==> config.mk <==
export PLATFORM = sky130hd
export DESIGN_NAME = silife_max7219_chain_flat
export DESIGN_NICKNAME = d
export VERILOG_FILES = /design/src/rtl/silife_max7219_chain_if.sv /design/src/rtl/silife_max7219_chain.sv /design/src/flat_wrapper.sv
export SDC_FILE = /design/constraint.sdc
export NUM_CORES = 1
export LEC_CHECK = 0
export CORE_MARGIN = 2
export CORE_UTILIZATION = 53
export CTS_CLUSTER_SIZE = 28
export DETAILED_ROUTE_END_ITERATION = 10
export GPL_TIMING_DRIVEN = 0
export MAX_ROUTING_LAYER = met4
export PLACE_DENSITY = 0.71
export SLEW_MARGIN = 20
export SYNTH_ARGS = -nofsm -noshare
export SYNTH_HDL_FRONTEND = slang
export SYNTH_SLANG_ARGS = --single-unit
==> constraint.sdc <==
create_clock -name clk -period 2.85 [get_ports clk]
set_clock_uncertainty 0.15 [all_clocks]
set_input_delay 0.285 -clock clk [delete_from_list [all_inputs] [get_ports clk]]
set_output_delay 0.285 -clock clk [all_outputs]
set_load 0.02 [all_outputs]
==> src/rtl/silife_max7219_chain_if.sv <==
// Bundles the control inputs, the cell-grid row-read port and the MAX7219 chain pins of silife_max7219_chain.
// The master modport is the display driver; the slave modport is the cell grid, the board pins and the control logic.
interface silife_max7219_chain_if #(
    parameter int WIDTH  = 32,
    parameter int HEIGHT = 32
);
    logic                      i_enable;
    logic [3:0]                i_intensity;
    logic [WIDTH-1:0]          i_cells;
    logic [$clog2(HEIGHT)-1:0] o_row_select;
    logic                      o_cs;
    logic                      o_sck;
    logic                      o_mosi;
    logic                      o_busy;
    logic                      o_frame_done;

    modport master (
        input  i_enable, i_intensity, i_cells,
        output o_row_select, o_cs, o_sck, o_mosi, o_busy, o_frame_done
    );

    modport slave (
        output i_enable, i_intensity, i_cells,
        input  o_row_select, o_cs, o_sck, o_mosi, o_busy, o_frame_done
    );
endinterface

==> src/rtl/silife_max7219_chain.sv <==
// Refreshes a daisy-chained MAX7219 grid from the cell array using SPI mode 0. Every transaction carries one 16-bit word per chip.
// Each bit takes 2*CLK_DIV clk. There is no backpressure: a disable request waits until the current transaction has finished.
module silife_max7219_chain #(
    parameter int WIDTH   = 32,
    parameter int HEIGHT  = 32,
    parameter int CLK_DIV = 2
) (
    input  logic                  clk,
    input  logic                  reset,
    silife_max7219_chain_if.master bus
);
    localparam int COLS = WIDTH / 8;
    localparam int ROWS = HEIGHT / 8;
    localparam int N    = COLS * ROWS;
    localparam int TB   = 16 * N;
    localparam int RW   = $clog2(HEIGHT);
    localparam int RBW  = (ROWS > 1) ? $clog2(ROWS) : 1;
    localparam int BW   = $clog2(TB);
    localparam int DW   = $clog2(2 * CLK_DIV) + 1;

    localparam logic [DW-1:0]  HALF_LAST = DW'(CLK_DIV - 1);
    localparam logic [DW-1:0]  GAP_LAST  = DW'(2 * CLK_DIV - 1);
    localparam logic [BW-1:0]  BIT_LAST  = BW'(TB - 1);
    localparam logic [RBW-1:0] RB_LAST   = RBW'(ROWS - 1);

    typedef enum logic [2:0] {M_IDLE, M_CFG, M_DATA, M_INTEN, M_SHDN} mode_t;
    typedef enum logic [2:0] {P_IDLE, P_PREP, P_START, P_SHIFT, P_HOLD, P_GAP} phase_t;

    mode_t           r_mode;
    phase_t          r_phase;
    logic [2:0]      r_step;
    logic [2:0]      r_digit;
    logic [RBW-1:0]  r_rb;
    logic [1:0]      r_sub;
    logic [DW-1:0]   r_div;
    logic [BW-1:0]   r_bit;
    logic [TB-1:0]   r_buf;
    logic [3:0]      r_int_sent;
    logic [RW-1:0]   r_row_select;
    logic            r_cs;
    logic            r_sck;
    logic            r_mosi;
    logic            r_busy;
    logic            r_frame_done;
    logic [15:0]     w_cmd;

    always_comb begin
        w_cmd = 16'h0000;
        case (r_mode)
            M_CFG: begin
                case (r_step)
                    3'd0:    w_cmd = 16'h0F00;
                    3'd1:    w_cmd = 16'h0B07;
                    3'd2:    w_cmd = 16'h0900;
                    3'd3:    w_cmd = {12'h0A0, bus.i_intensity};
                    default: w_cmd = 16'h0C01;
                endcase
            end
            M_INTEN: w_cmd = {12'h0A0, r_int_sent};
            M_SHDN:  w_cmd = 16'h0C00;
            default: w_cmd = 16'h0000;
        endcase
    end

    always_ff @(posedge clk) begin
        if (reset) begin
            r_mode       <= M_IDLE;
            r_phase      <= P_IDLE;
            r_step       <= '0;
            r_digit      <= '0;
            r_rb         <= '0;
            r_sub        <= '0;
            r_div        <= '0;
            r_bit        <= '0;
            r_buf        <= '0;
            r_int_sent   <= '0;
            r_row_select <= '0;
            r_cs         <= 1'b1;
            r_sck        <= 1'b0;
            r_mosi       <= 1'b0;
            r_busy       <= 1'b0;
            r_frame_done <= 1'b0;
        end else begin
            r_frame_done <= 1'b0;
            case (r_phase)
                P_IDLE: begin
                    if (bus.i_enable) begin
                        r_mode  <= M_CFG;
                        r_step  <= '0;
                        r_busy  <= 1'b1;
                        r_sub   <= '0;
                        r_rb    <= '0;
                        r_phase <= P_PREP;
                    end
                end
                P_PREP: begin
                    if (r_mode == M_DATA) begin
                        // Each chip-row read: select the row, give the grid one clk to respond, then capture.
                        case (r_sub)
                            2'd0: begin
                                r_row_select <= RW'(int'(r_rb) * 8 + int'(r_digit));
                                r_sub        <= 2'd1;
                            end
                            2'd1: r_sub <= 2'd2;
                            default: begin
                                for (int k = 0; k < N; k++) begin
                                    if (k / COLS == int'(r_rb)) begin
                                        r_buf[k*16 +: 16] <= {4'h0, {1'b0, r_digit} + 4'd1,
                                                              bus.i_cells[(k % COLS)*8 +: 8]};
                                    end
                                end
                                r_sub <= 2'd0;
                                if (r_rb == RB_LAST) begin
                                    r_rb    <= '0;
                                    r_phase <= P_START;
                                end else begin
                                    r_rb <= r_rb + 1'b1;
                                end
                            end
                        endcase
                    end else begin
                        r_buf <= {N{w_cmd}};
                        if (r_mode == M_CFG && r_step == 3'd3) begin
                            r_int_sent <= bus.i_intensity;
                        end
                        r_phase <= P_START;
                    end
                end
                P_START: begin
                    r_cs    <= 1'b0;
                    r_sck   <= 1'b0;
                    r_mosi  <= r_buf[TB-1];
                    r_div   <= '0;
                    r_bit   <= '0;
                    r_phase <= P_SHIFT;
                end
                P_SHIFT: begin
                    if (r_div != HALF_LAST) begin
                        r_div <= r_div + 1'b1;
                    end else begin
                        r_div <= '0;
                        if (!r_sck) begin
                            r_sck <= 1'b1;
                        end else begin
                            r_sck <= 1'b0;
                            if (r_bit == BIT_LAST) begin
                                r_phase <= P_HOLD;
                            end else begin
                                r_bit  <= r_bit + 1'b1;
                                r_mosi <= r_buf[TB-2];
                                r_buf  <= {r_buf[TB-2:0], 1'b0};
                            end
                        end
                    end
                end
                P_HOLD: begin
                    if (r_div != HALF_LAST) begin
                        r_div <= r_div + 1'b1;
                    end else begin
                        r_div   <= '0;
                        r_cs    <= 1'b1;
                        r_mosi  <= 1'b0;
                        r_phase <= P_GAP;
                    end
                end
                P_GAP: begin
                    if (r_div != GAP_LAST) begin
                        r_div <= r_div + 1'b1;
                    end else begin
                        r_div   <= '0;
                        r_sub   <= '0;
                        r_rb    <= '0;
                        r_phase <= P_PREP;
                        if (r_mode == M_DATA && r_digit == 3'd7) begin
                            r_frame_done <= 1'b1;
                        end
                        // Shutdown takes priority over every other next step, including a pending intensity update.
                        if (r_mode == M_SHDN) begin
                            r_mode  <= M_IDLE;
                            r_phase <= P_IDLE;
                            r_busy  <= 1'b0;
                        end else if (!bus.i_enable) begin
                            r_mode <= M_SHDN;
                        end else begin
                            case (r_mode)
                                M_CFG: begin
                                    if (r_step == 3'd4) begin
                                        r_mode  <= M_DATA;
                                        r_digit <= '0;
                                    end else begin
                                        r_step <= r_step + 1'b1;
                                    end
                                end
                                M_DATA: begin
                                    if (r_digit != 3'd7) begin
                                        r_digit <= r_digit + 1'b1;
                                    end else begin
                                        r_digit <= '0;
                                        if (bus.i_intensity != r_int_sent) begin
                                            r_int_sent <= bus.i_intensity;
                                            r_mode     <= M_INTEN;
                                        end
                                    end
                                end
                                default: begin
                                    r_mode  <= M_DATA;
                                    r_digit <= '0;
                                end
                            endcase
                        end
                    end
                end
                default: r_phase <= P_IDLE;
            endcase
        end
    end

    assign bus.o_row_select = r_row_select;
    assign bus.o_cs         = r_cs;
    assign bus.o_sck        = r_sck;
    assign bus.o_mosi       = r_mosi;
    assign bus.o_busy       = r_busy;
    assign bus.o_frame_done = r_frame_done;
endmodule
==> src/flat_wrapper.sv <==
// flat-port wrapper written by rule: the top's interface ports become plain ports
module silife_max7219_chain_flat 
#(
    parameter int WIDTH   = 32,
    parameter int HEIGHT  = 32,
    parameter int CLK_DIV = 2
)
  (clk, reset, bus_i_enable, bus_i_intensity, bus_i_cells, bus_o_row_select, bus_o_cs, bus_o_sck, bus_o_mosi, bus_o_busy, bus_o_frame_done);
  silife_max7219_chain_if #(.WIDTH(WIDTH), .HEIGHT(HEIGHT)) bus_i ();
  input  logic clk;
  input  logic reset;
  input wire logic [$bits(bus_i.i_enable)-1:0] bus_i_enable;
  input wire logic [$bits(bus_i.i_intensity)-1:0] bus_i_intensity;
  input wire logic [$bits(bus_i.i_cells)-1:0] bus_i_cells;
  output wire logic [$bits(bus_i.o_row_select)-1:0] bus_o_row_select;
  output wire logic [$bits(bus_i.o_cs)-1:0] bus_o_cs;
  output wire logic [$bits(bus_i.o_sck)-1:0] bus_o_sck;
  output wire logic [$bits(bus_i.o_mosi)-1:0] bus_o_mosi;
  output wire logic [$bits(bus_i.o_busy)-1:0] bus_o_busy;
  output wire logic [$bits(bus_i.o_frame_done)-1:0] bus_o_frame_done;
  assign bus_i.i_enable = bus_i_enable;
  assign bus_i.i_intensity = bus_i_intensity;
  assign bus_i.i_cells = bus_i_cells;
  assign bus_o_row_select = bus_i.o_row_select;
  assign bus_o_cs = bus_i.o_cs;
  assign bus_o_sck = bus_i.o_sck;
  assign bus_o_mosi = bus_i.o_mosi;
  assign bus_o_busy = bus_i.o_busy;
  assign bus_o_frame_done = bus_i.o_frame_done;
  silife_max7219_chain #(.WIDTH(WIDTH), .HEIGHT(HEIGHT), .CLK_DIV(CLK_DIV)) u_core (.clk(clk), .reset(reset), .bus(bus_i));
endmodule
Word-level counts from Yosys, hierarchy flattened
Index checks and enable logic that the tools add are counted.
Widths: inputs -> output; s select.
{ "op_classes": {"addsub": 7, "eq_ne": 53, "mux": 93, "n_bitwise": 3, "n_reduce_logical": 34} }
{ "ops": {"columns": ["op", "count"], "rows": [
  ["$mux 256", 5],
  ["$pmux 256 s2", 1],
  ["$mux 16", 16],
  ["$mux 3", 25],
  ["$pmux 11 s4", 1],
  ["$pmux 12 s3", 1],
  ["$mux 4", 8],
  ["$reduce_and 6->1", 5],
  ["$mux 8", 3],
  ["$ne 2x2->1 const B", 12],
  ["$pmux 3 s2", 4],
  ["$eq 3x2->1 const B", 6],
  ["$ne 3x2->1 const B", 6],
  ["$pmux 3 s6", 1],
  ["$ne 2x1->1 const B", 8],
  ["$pmux 8 s2", 1],
  ["$eq 3x3->1 const B", 5],
  ["$ne 5x5->1 const B", 3],
  ["$reduce_and 5->1", 3],
  ["$mux 1", 12],
  ["$mux 2", 6],
  ["$pmux 2 s3", 2],
  ["$reduce_and 4->1", 3],
  ["$reduce_bool 2->1", 5],
  ["other kinds (31)", 48]
]} }
{ "totals": {"reg_bits": 297, "in_bits": 39, "out_inout_bits": 10, "word_cells": 209} }

Longest topological paths before layout
Gate-level depths: netlist of the first run.
{ "depth": {"word_depth": 8, "mapped_depth": 11, "ltp_nobuf": 7} }

Least setup slack after synthesis of the first run
No wires, ideal clock.
{ "synth_timing": {"path_type": "register -> register", "from": "reg u_core.r_div[0]", "to": "reg u_core.r_buf[194]", "setup_time_ps": 132, "t_arrival_ps": 2027, "required_time_ps": 2568, "path_slack_ps": 541, "stages_incl_launch_ff": 10, "n_path_buf": 3, "period_less_slack_ps": 2309, "cell_sequence": "dfxtp_1 -> ha_1 -> nand3b_1 -> a21o_1 -> buf_6 -> or3_1 -> buf_2 -> buf_6 -> a2111oi_0 -> nor3_1"} }
{ "synth_between": {"elab_chain_len": 3} }
{ "synth_rtl": {"columns": ["item", "line_no", "source"], "rows": [
  ["start: declaration", "silife_max7219_chain.sv:35", "logic [DW-1:0] r_div;"],
  ["start signal: assignment", "silife_max7219_chain.sv:139", "r_div <= r_div + 1'b1;"],
  ["start signal: assignment", "silife_max7219_chain.sv:158", "r_div <= r_div + 1'b1;"],
  ["start signal: assignment", "silife_max7219_chain.sv:168", "r_div <= r_div + 1'b1;"],
  ["$ne 3x1->1", "silife_max7219_chain.sv:138", "if (r_div != HALF_LAST) begin"],
  ["$ne 2x2->1 (no source line)", null, null],
  ["$reduce_and 6->1 (no source line)", null, null],
  ["end signal: indexed assignment", "silife_max7219_chain.sv:108", "r_buf[k*16 +: 16] <= {4'h0, {1'b0, r_digit} + 4'd1,"],
  ["end signal: assignment", "silife_max7219_chain.sv:122", "r_buf <= {N{w_cmd}};"],
  ["end signal: assignment", "silife_max7219_chain.sv:151", "r_buf <= {r_buf[TB-2:0], 1'b0};"],
  ["end: declaration", "silife_max7219_chain.sv:37", "logic [TB-1:0] r_buf;"]
]} }
Every way passes these cells.
A chain may end at the register's enable or synchronous reset.

Worst setup path after layout of the first run
{ "layout_timing": {"from": "reg u_core.r_phase[2]", "to": "reg u_core.r_buf[254]"} }
{ "layout_between": {"elab_chain_len": 3, "elab_cells_between_ends": 10, "cone_classes": "7 x eq/ne; 1 x mux; 2 x reduce/logical"} }
{ "layout_rtl": {"columns": ["item", "line_no", "source"], "rows": [
  ["start: declaration", "silife_max7219_chain.sv:30", "phase_t r_phase;"],
  ["start signal: assignment", "silife_max7219_chain.sv:68", "r_phase <= P_IDLE;"],
  ["start signal: assignment", "silife_max7219_chain.sv:93", "r_phase <= P_PREP;"],
  ["start signal: assignment", "silife_max7219_chain.sv:115", "r_phase <= P_START;"],
  ["$eq 3x1->1 or $eq 3x2->1 (tied branches)", "silife_max7219_chain.sv:85", "case (r_phase)"],
  ["$ne 3x2->1 (no source line) (tied with other cells)", null, null],
  ["$reduce_and 6->1 (no source line)", null, null]
]} }
Several ways; a longest one is shown, not always the timed one.

==> flow_summary.toml, run 1 <==
[status]
run_status = "finished, violations left"
violations = "design-rule violations"

[die]
floorplan.io_pins = 49
die_w_um = 159
initial_utilization = 0.539
number_of_core_rows = 56
placeableCoreArea_mm2 = 0.0235
fp.dieH_um = 159
fp.dieArea_mm2 = 0.0251

[clock_tree]
tritoncts = "done"
worstSkewPairLatency_ns = 0.57
cts_made_buffers = 31
cts.sink_count = 297
clk_pin_slew_worst_paths_ns = 0.07
clock_path_buffers = 3
cts-root-buf = "sky130_fd_sc_hd__clkbuf_16"
htree_num_levels = 1

[cells_and_area]
antenna-diode-count = 0
finalNetCount = 1678
commonest_cells_after_routing_fill_and_taps_aside = "297 x sky130_fd_sc_hd__dfxtp_1, 208 x sky130_fd_sc_hd__nand2_1, 175 x sky130_fd_sc_hd__a21oi_1"
fin_util = 0.631
syn2layout_area_growth_pct = 17.0
drive_above_1_share = 0.0857
layout.cells.most_common = "sky130_fd_sc_hd__dfxtp_1"
stdcell_count = 1965

[global_routing]
grt_pass1_vias = 11300
grt_remaining_overflow = 0
largest_net_degree_at_the_start_of_global_routing = 15
grt_antenna_before_repair = 0
grt_pass1_wl_um = 66700
grt.total_usage = 0.360

[critical_path]
critical_path.top_delay_family = "buffers and inverters"
worst_setup_path_end_kind = "flop"
worst-path-max-fanout = 10
crit_required_ns = 3.19
timing.critical_path.slowest_stage_cell = "sky130_fd_sc_hd__clkbuf_1"
arrival_ns = 3.13
worst_setup_path_start_kind = "flop"
critical_path.n_buffers_inverters = 4
critPathMaxStageDelay_ns = 0.56
critical_path_class = "reg -> reg"
crit_top_cell = "sky130_fd_sc_hd__clkbuf_1"
cp_cell_sequence = "clkbuf_1 -> and3b_1 -> buf_2 -> clkbuf_1 -> clkbuf_1 -> nand3_1 -> a21oi_1"

[routing]
routed_wire_length_per_instance_um = 22.4
detailedRoute.firstPassIterationCount = 8
drtIter0Drc = 1601
number_of_vias_per_cell = 6.36
post_route_drc_violation_count = 1
number_of_antenna_violating_nets_in_the_routed_design = 0
detailroute.via_count = 12500
wirelength_um = 44000

[placement]
detailedPlacementHpwl_um = 30600
place.detailed.instances = 1905
numPortBuffers = 46
globalplace.congestion = 0.986

[timing]
setup_viol = 0
maxClockFrequency_mhz = 358
max_slew_margin = 0.432
fin_tns_setup_ns = 0
worst_slew_pin_slew_ns = 0.848
slew_violations = 0
min_period_over_period = 0.979
finalHoldViolCount = 0
period_needed_ns = 2.79
fin_worst_hold_slack_ns = 0.115

[synthesis]
most_used_flip_flop_cell_after_synthesis = "sky130_fd_sc_hd__dfxtp_1"
synth-seq-area-share = 0.470
synth.avg_cell_area_um2 = 8.22
post_synth_instance_area_mm2 = 0.0127
synth_top_area_frac = 0.470
yosys_warnings = 0
post-synth-top-area-cell = "sky130_fd_sc_hd__dfxtp_1"
asyncSetResetFlopFracSynth = 0
synth_edf_count = 0
syn-instance-count = 1540
synth-seq-cells = 297
yosysUniqueCellTypes = 64
synth_top_cells_by_area = "sky130_fd_sc_hd__dfxtp_1 47%, sky130_fd_sc_hd__a21oi_1 7.0%, sky130_fd_sc_hd__nand2_1 6.2%"
postSynthNetCount = 1595

[job]
cap_viol_max_count = 0

[pwr]
power_density_mw_per_mm2 = 1010
worst_ir_drop_vdd_v = 0.000534
static-leakage-power_nw = 5.06

[worst_hold_path]
hold_class = "in -> reg"
==> sequential cells by signal, indices dropped and copies added, names as in the netlist, 2 cells and up <==
| name | count |
|---|---|
| u_core.bus.o_row_select | 5 |
| u_core.r_digit | 3 |
| u_core.r_step | 3 |
| u_core.r_int_sent | 4 |
| u_core.r_rb | 2 |
| u_core.r_bit | 8 |
| u_core.r_phase | 3 |
| u_core.r_mode | 3 |
| u_core.r_div | 3 |
| u_core.r_sub | 2 |
| u_core.r_buf | 256 |
==> metal layers <==
layer	up-vias	global-route usage	routed length (µm)
met3	140	0.0691	4370
li1	5739	-	-
met2	630	0.522	18900
met5	-	-	0
met4	0	0.143	2010
met1	5992	0.496	18700
==> final timing paths <==
| kind | start | end | slack [ns] | cells past startpoint |
|---|---|---|---|---|
| max | u_core.r_phase[2] | u_core.r_buf[254] | 0.06 | 7 |
| min reg2reg | u_core.r_buf[94] | u_core.r_buf[94] | 0.30 | 2 |
| min | bus_i_enable | u_core.r_step[1] | 0.12 | 3 |
| max reg2reg | u_core.r_phase[2] | u_core.r_buf[254] | 0.06 | 7 |
==> stage by stage <==
step / total power, mW / instance area [µm²] / setup slack, ns
after CTS: 14.6 / 14700 / -0.00934
after detailed placement: 10.3 / 13500 / -0.224
final: 14.9 / 14800 / 0.0586
after floorplan: 8.63 / 12700 / 0.541
after global placement: 10.2 / 13500 / -0.227
after global routing: 15.6 / 14800 / -0.0279
==> tightest hold or removal path, delay by kind of cell <==
kind | cells | cell delay [ns]
buf+inv | 1 | 0.24
compound gates | 2 | 0.24
==> logic make-up after synthesis <==
group / Yosys count / synth area share
xor+xnor: 9 / 0.00623
buf+inv: 157 / 0.0509
flops: 297 / 0.470
fa+ha+maj: 16 / 0.0158
compound gates: 428 / 0.224
simple gates: 622 / 0.224
mux: 11 / 0.00880
==> Yosys cell counts (4+ instances only) <==
cell type                   instances
sky130_fd_sc_hd__nand3_1           88
sky130_fd_sc_hd__nor2_1           157
sky130_fd_sc_hd__a211oi_1          45
sky130_fd_sc_hd__o211ai_1          74
sky130_fd_sc_hd__a221oi_1          66
sky130_fd_sc_hd__clkbuf_1         103
sky130_fd_sc_hd__and3b_1            4
sky130_fd_sc_hd__nand3b_1           9
sky130_fd_sc_hd__nor2b_1            8
sky130_fd_sc_hd__and2_1             8
sky130_fd_sc_hd__o21ai_0           23
sky130_fd_sc_hd__and3_1             4
sky130_fd_sc_hd__mux2i_1           10
sky130_fd_sc_hd__xor2_1             8
sky130_fd_sc_hd__buf_2             32
sky130_fd_sc_hd__dfxtp_1          297
sky130_fd_sc_hd__or3_1              5
sky130_fd_sc_hd__buf_1              6
sky130_fd_sc_hd__nand2_1          208
sky130_fd_sc_hd__a21oi_1          176
sky130_fd_sc_hd__a311oi_1           7
sky130_fd_sc_hd__ha_1              16
sky130_fd_sc_hd__nor3_1           101
sky130_fd_sc_hd__inv_1             14
sky130_fd_sc_hd__a2111oi_0         10
==> final cells by class <==
| cell class | count | area [µm²] |
|---|---|---|
| fillers | 2076 | 8670 |
| multi-input cells | 1086 | 6200 |
| flip-flops and latches | 297 | 5950 |
| clock buffers | 45 | 928 |
| plain buffers | 143 | 629 |
| repair buffers | 50 | 490 |
| well taps | 319 | 399 |
| clock inverters | 11 | 163 |
| inverters | 14 | 52.6 |
==> repair_timing <==
item                       CTS  global route
setup endpoints to repair  131           193
hold buffers                 0             0
gates resized for setup     18            55
hold endpoints to repair     0             0
buffers inserted             2             2
pin swaps                    1             1
==> power by group <==
part           switching, mW  internal [mW]
clock                   1.73           2.60
combinational           3.56           1.55
sequential             0.503           4.99
total                   5.80           9.14
Note: power is estimated with default switching activity, not from simulation.
==> inputs of run 2 (changes only) <==
Settings changed: CELL_PAD_IN_SITES_DETAIL_PLACEMENT set to 2, CELL_PAD_IN_SITES_GLOBAL_PLACEMENT set to 2, CORE_UTILIZATION 53 to 37, PLACE_DENSITY 0.71 to unset, PLACE_DENSITY_LB_ADDON set to 0.1, SKIP_CTS_REPAIR_TIMING set to 1.
==> flow_summary.toml, run 2 (same netlist as run 1, synthesis figures left out) <==
[status]
run_status = "complete, no violations"

[critical_path]
critical_path.n_buffers_inverters = 1
critical_path_class = "reg -> reg"
cp_cell_sequence = "ha_1 -> ha_1 -> inv_1 -> or3_1 -> a32o_1 -> o21ai_2 -> a311oi_1"
crit_top_cell = "sky130_fd_sc_hd__ha_1"
worst_setup_path_start_kind = "flop"
crit_required_ns = 3.06
critPathMaxStageDelay_ns = 0.57
worst-path-max-fanout = 6
critical_path.top_delay_family = "compound AO/OA/AOI/OAI gates"
worst_setup_path_end_kind = "flop"
arrival_ns = 2.99
timing.critical_path.slowest_stage_cell = "sky130_fd_sc_hd__o21ai_2"

[timing]
max_slew_margin = 0.321
setup_viol = 0
slew_violations = 0
post-route-worst-setup-slack_ns = 0.0640
grt_setup_unrepaired = "true"
period_needed_ns = 2.79
worst_slew_pin_slew_ns = 1.02
finalHoldViolCount = 0
maxClockFrequency_mhz = 359
min_period_over_period = 0.978

[die]
die_w_um = 189
floorplan.io_pins = 49
number_of_core_rows = 67
fp.dieArea_mm2 = 0.0357
placeableCoreArea_mm2 = 0.0336
initial_utilization = 0.376
fp.dieH_um = 189

[cells_and_area]
antenna-diode-count = 0
layout.cells.most_common = "sky130_fd_sc_hd__dfxtp_1"
drive_above_1_share = 0.0985
largest_reg_flops = 256
commonest_cells_after_routing_fill_and_taps_aside = "297 x sky130_fd_sc_hd__dfxtp_1, 208 x sky130_fd_sc_hd__nand2_1, 175 x sky130_fd_sc_hd__a21oi_1"
stdcell_count = 2103
max_flop_register = "u_core.r_buf"
syn2layout_area_growth_pct = 19.4
finalNetCount = 1686
postLayoutCellArea_mm2 = 0.0151

[placement]
numPortBuffers = 46
detailed_place.area_mm2 = 0.0137
dpl_worst_slack_ns = -0.352
detailedPlacementHpwl_um = 39400
place.detailed.instances = 2035
globalplace.congestion = 0.865

[routing]
detailroute.via_count = 12600
number_of_vias_per_cell = 5.99
post_route_drc_violation_count = 0
detailedRoute.firstPassIterationCount = 5
routed_wire_length_per_instance_um = 26.4
wirelength_um = 55500
number_of_antenna_violating_nets_in_the_routed_design = 0
drtIter0Drc = 852

[global_routing]
largest_net_degree_at_the_start_of_global_routing = 13
grt_remaining_overflow = 0
grt.total_usage = 0.318
grt_pass1_vias = 13600
grt_pass1_wl_um = 84200
grt_antenna_before_repair = 0

[clock_tree]
htree_num_levels = 2
clock_path_buffers = 3
cts.sink_count = 297
cts-root-buf = "sky130_fd_sc_hd__clkbuf_16"
tritoncts = "done"
worstSkewPairLatency_ns = 0.53
clk_pin_slew_worst_paths_ns = 0.06
cts_made_buffers = 36

[job]
cap_viol_max_count = 0

[pwr]
static-leakage-power_nw = 5.16
report.power.total_mw = 15.6
power_density_mw_per_mm2 = 1030
worst_ir_drop_vdd_v = 0.000494

[worst_hold_path]
hold_class = "in -> reg"
## run 2: cell types whose count changed in the layout (fill, tap and decap cells not counted), moves of 5 or more
cell,change
sky130_fd_sc_hd__clkbuf_2,+8
sky130_fd_sc_hd__clkbuf_1,-7
sky130_fd_sc_hd__clkbuf_16,+7
sky130_fd_sc_hd__clkbuf_4,+6
sky130_fd_sc_hd__a221oi_1,+5
## run 2: power breakdown
part           switching, mW  leakage (nW)  internal, mW
clock                   1.86         0.582          2.73
combinational           3.90          2.16          1.60
sequential             0.532          2.41          4.99
## run 2: path summary, 6_finish.rpt
path	cells past startpoint	endpoint	from	slack (ns)
max	7	u_core.r_buf[144]	u_core.r_step[0]	0.06
min	3	u_core.bus.o_busy	bus_i_enable	0.09
max reg2reg	7	u_core.r_buf[144]	u_core.r_step[0]	0.06
min reg2reg	2	u_core.r_buf[122]	u_core.r_buf[121]	0.30
## run 2: per-layer routing
metal | global-route usage | up-vias | routed length [µm]
met4 | 0.0850 | 0 | 1570
li1 | - | 5736 | -
met5 | - | - | 0
met2 | 0.533 | 294 | 26900
met3 | 0.0335 | 81 | 2680
met1 | 0.409 | 6493 | 24400
## run 2: cell type report
type                            count  area (µm²)
Multi-Input combinational cell   1086        6210
Tap cell                          448         561
Timing Repair Buffer               54         520
Clock buffer                       53        1090
Clock inverter                      9        81.3
Inverter                           14        52.6
Fill cell                        3717       18500
Sequential cell                   297        5950
Buffer                            142         648
## run 2: through the flow
step / TNS [ns] / hold slack [ns] / util
finish: 0 / 0.0880 / 0.449
global placement: -18.92 / 0.288 / 0.407
global route: -0.705 / 0.124 / 0.449
detailed placement: -25.84 / 0.298 / 0.407
CTS: -32.55 / 0.0776 / 0.442
floorplan: 0 / 0.282 / -
## run 2: worst min-delay path: stages
cell and delay, ns:
sky130_fd_sc_hd__clkbuf_1 0.22, sky130_fd_sc_hd__nand2_1 0.14, sky130_fd_sc_hd__a21oi_1 0.06
==> inputs of run 3 (changes only) <==
Settings changed: HOLD_SLACK_MARGIN set to 0.1.
==> results of run 3 <==
No change in the layout: final DEF, timing and power equal those of run 2.
